==> src/rtl/match_event_counter.sv <==
// match_event_counter: synchronise and glitch-filter a raw match level, count its qualified rising edges
//   clk, rst     : clock, synchronous active-high reset
//   ena          : clock enable; when low, all state holds and event_pulse is 0
//   match_in     : raw asynchronous match level
//   clear        : synchronous clear of event_count and overflow
//   match_q      : filtered match level
//   event_pulse  : one-cycle strobe per qualified 0->1 transition
//   event_count  : saturating or wrapping event count
//   overflow     : sticky flag for an event arriving at all-ones
module match_event_counter #(
    parameter int FILTER_CYCLES = 4,
    parameter int CNT_WIDTH     = 8,
    parameter bit SATURATE      = 1
) (
    input  logic                 clk,
    input  logic                 rst,
    input  logic                 ena,
    input  logic                 match_in,
    input  logic                 clear,
    output logic                 match_q,
    output logic                 event_pulse,
    output logic [CNT_WIDTH-1:0] event_count,
    output logic                 overflow
);
    localparam int FW = $clog2(FILTER_CYCLES + 1);
    typedef enum logic [1:0] {IDLE, RISE, HIGH, FALL} state_t;
    state_t state, state_n;
    logic [FW-1:0] filt_cnt, filt_n;
    logic sync1, sync2, done, ev;
    assign done = int'(filt_cnt) + 1 == FILTER_CYCLES;
    // only a qualified rise out of the low side counts; FALL->HIGH is chatter
    assign ev = (state == IDLE || state == RISE) && state_n == HIGH;
    always_comb begin
        state_n = state;
        filt_n  = filt_cnt;
        case (state)
            IDLE: if (sync2) begin
                state_n = FILTER_CYCLES == 1 ? HIGH : RISE;
                filt_n  = FILTER_CYCLES == 1 ? '0 : FW'(1);
            end
            RISE: if (!sync2 || done) begin
                state_n = sync2 ? HIGH : IDLE;
                filt_n  = '0;
            end else filt_n = filt_cnt + 1'b1;
            HIGH: if (!sync2) begin
                state_n = FILTER_CYCLES == 1 ? IDLE : FALL;
                filt_n  = FILTER_CYCLES == 1 ? '0 : FW'(1);
            end
            FALL: if (sync2 || done) begin
                state_n = sync2 ? HIGH : IDLE;
                filt_n  = '0;
            end else filt_n = filt_cnt + 1'b1;
            default: begin
                state_n = IDLE;
                filt_n  = '0;
            end
        endcase
    end
    always_ff @(posedge clk) begin
        if (rst) begin
            sync1       <= 1'b0;
            sync2       <= 1'b0;
            state       <= IDLE;
            filt_cnt    <= '0;
            match_q     <= 1'b0;
            event_pulse <= 1'b0;
            event_count <= '0;
            overflow    <= 1'b0;
        end else if (!ena) begin
            event_pulse <= 1'b0;
        end else begin
            sync1       <= match_in;
            sync2       <= sync1;
            state       <= state_n;
            filt_cnt    <= filt_n;
            match_q     <= state_n == HIGH || state_n == FALL;
            event_pulse <= ev;
            if (ev && clear) begin
                event_count <= CNT_WIDTH'(1);
                overflow    <= 1'b0;
            end else if (ev) begin
                event_count <= &event_count ? (SATURATE ? event_count : '0) : event_count + 1'b1;
                if (&event_count) overflow <= 1'b1;
            end else if (clear) begin
                event_count <= '0;
                overflow    <= 1'b0;
            end
        end
    end
endmodule

==> config.mk <==
export PLATFORM = sky130hd
export DESIGN_NAME = match_event_counter
export DESIGN_NICKNAME = d
export VERILOG_FILES = /design/src/rtl/match_event_counter.sv
export SDC_FILE = /design/constraint.sdc
export NUM_CORES = 1
export LEC_CHECK = 0
export CAP_MARGIN = 5
export CORE_MARGIN = 3
export CORE_UTILIZATION = 45
export DETAILED_ROUTE_END_ITERATION = 10
export PLACE_DENSITY = 0.79
export SYNTH_ARGS = -nofsm -noshare
export SYNTH_HDL_FRONTEND = slang
export SYNTH_SLANG_ARGS = --single-unit
==> constraint.sdc <==
create_clock -name clk -period 1.89 [get_ports clk]
set_input_delay 0.189 -clock clk [delete_from_list [all_inputs] [get_ports clk]]
set_output_delay 0.189 -clock clk [all_outputs]
set_load 0.03 [all_outputs]
==> run metrics <==
area delta synth->final 37.05%; vias in the first global route 787; Max H-tree Level 1; DRT antenna net count 0; pwr/cell area 499.2 nW/um2; Die Wd 49.83 um; Die Area 2483 um2; mapped cell area 864.6 um2; Seq cells post-synth 17; Cells after DPL 145; CTS Buffer Depth 2; fin cells 149; clock sink total 17; initial antenna violation count 0; Final period util 1.037; Yosys Warn Count 0; maxcap violations 0; setup ws final -0.07086 ns; DR iter-0 viols 22; Syn Nets 105; Remaining DRCs 0; clock tree root buffer cell clkbuf_4; Placer Congestion 0.8582; die height 49.83 um; final hold viol count 0; Startpoint Class register; Hold WC Path Type register to register; Max FO, Critical Path 6; top_reg_cell synth dfxtp_1; Hold Buf Count CTS 0; Setup crit end kind register; gr ovfl total 0; vias per cell 5.517; Rel. slew slack 0.7534; maximum clock frequency 510.0 MHz; via count 822; RSZ-0062 raised after global routing yes; register area share after synthesis 0.3936; WL final 1949 um; EDFF count, synth 0; hpwl dp 1488 um; final setup violation count 4; DRT Pass-1 Iters 4; Tot Pwr 591.5 uW; CTS buffer count 3; Post-CTS Setup Bufs 0; Slew @ Worst Pin 0.3686 ns; Worst Hold Path Cells 2; Static Leak 0.4274 nW; NumNets Final 133; TritonCTS clock tree built; Reg2Reg Depth 6; failing checks setup timing; Final Util 0.6716; asr flop ratio synth 0; I/O Pins 16; Arr. time, crit path 2.19 ns; port bufs 15; peak supply drop 0.6049 mV; Syn Inst Count 97; layout cells sized above 1 0.2500; clk_skew 0.001465 ns; Core Area 1764 um2; diodes inserted 0; initial core utilization 0.4901; Place WS -0.04794 ns; mean post-synth cell area 8.913 um2; drt wl/cell 13.08 um; first-pass GRT wire length 3332 um; synth unique cells 36; Worst-path clk slew 0.10 ns; Clk Latency, worst-skew pair 0.28 ns; fin crit period 1.961 ns; largest net degree at the start of global routing 13; WP data required 2.12 ns; Slew Limit Fails 0; outcome finished with violations; number of cell rows 15; CP Class register to register; Total Routing Usage GR 0.1730
-- placed cells by master, fill, tap and decap left out, drive strengths merged, types with 2 or more instances in the layout --
| cell type | n |
|---|---|
| a21oi | 10 |
| and4 | 2 |
| buf | 11 |
| clkbuf | 3 |
| clkdlybuf4s50 | 15 |
| dfxtp | 17 |
| ha | 3 |
| mux2i | 3 |
| nand2 | 3 |
| nand2b | 2 |
| nand3 | 4 |
| nand4 | 5 |
| nor2 | 11 |
| nor2b | 2 |
| nor3b | 3 |
| o21ai | 6 |
| or3 | 5 |
| xnor2 | 2 |
-- metal layers --
metal,global-route usage,vias to the layer above,part of all wire
met1,0.2079,385,0.46
li1,-,415,-
met5,0,-,0
met2,0.3018,20,0.49
met3,0.05740,2,0.045
met4,0.02765,0,0.0067
-- per-stage QoR --
stage                     cell area [um2]  setup TNS (ns)  hold slack, ns
after floorplan                     884.6               0          0.2827
after global placement               1130      -0.0001830          0.4661
after detailed placement             1130         -0.1544          0.4638
after CTS                            1161         -0.2026          0.4885
after global routing                 1185         -0.6277          0.5362
final                                1185         -0.1582          0.4823
-- worst max-delay path: stages (launching register included) --
cell      delay [ns]
dfxtp_2         0.36
ha_4            0.13
or2b_1          0.24
a21boi_4        0.16
or3_4           0.40
or3_2           0.48
a21oi_2         0.13
-- power breakdown --
group | total, mW | switching, mW | internal (mW)
logic | 0.0368 | 0.0196 | 0.0172
clock network | 0.192 | 0.114 | 0.0785
registers | 0.362 | 0.00255 | 0.360
total | 0.592 | 0.136 | 0.455
-- synth_stat cells, types with 2 or more instances --
library cell | n | area, um2
nor2_1 | 11 | 41.29
nand3_1 | 4 | 20.02
dfxtp_1 | 17 | 340.3
nand2_1 | 3 | 11.26
clkbuf_1 | 2 | 7.510
xnor2_1 | 2 | 17.52
ha_1 | 3 | 37.54
mux2i_1 | 3 | 30.03
nand2b_1 | 2 | 12.51
or3_2 | 2 | 15.01
or3_1 | 2 | 12.51
nand4_1 | 5 | 31.28
a21oi_1 | 10 | 50.05
nor3b_1 | 3 | 22.52
nor2b_1 | 2 | 12.51
o21ai_0 | 6 | 30.03
-- sequential cells by signal (all words and copies together), names as in the netlist --
| signal | cells |
|---|---|
| event_count | 8 |
| filt_cnt | 3 |
| state | 2 |
| event_pulse | 1 |
| overflow | 1 |
| sync1 | 1 |
| sync2 | 1 |
-- what timing repair did --
| item | in CTS | in global routing |
|---|---|---|
| endpoints found under the setup margin | 5 | 6 |
| cloned | 0 | 0 |
| resized for setup | 1 | 5 |
| pin swaps | 1 | 2 |
-- final timing paths --
check | from | end | slack [ns]
setup reg to reg | filt_cnt[1] | event_count[4] | -0.07
hold / removal | overflow | overflow | 0.48
hold reg to reg | overflow | overflow | 0.48
setup / recovery | filt_cnt[1] | event_count[4] | -0.07
-- logic make-up (layout without fill, tap and decap cells) --
group           count (synthesis)  after routing  synth area share
simple gates                   45             45            0.3097
compound gates                 22             22            0.1621
flops                          17             17            0.3936
buf+inv                         4             31           0.02605
fa+ha+maj                       3              3           0.04342
xor+xnor                        3              3           0.03040
mux                             3              3           0.03473
-- area by class of cell --
class	count	area [um2]
clock inverter	1	5.005
tap	25	31.28
clock buffer	3	22.52
timing repair buffer	26	232.7
sequential	17	347.8
inverter	1	3.754
fill	158	579.3
multi-input combinational	76	541.8
Note: power is estimated with default switching activity, not from simulation.
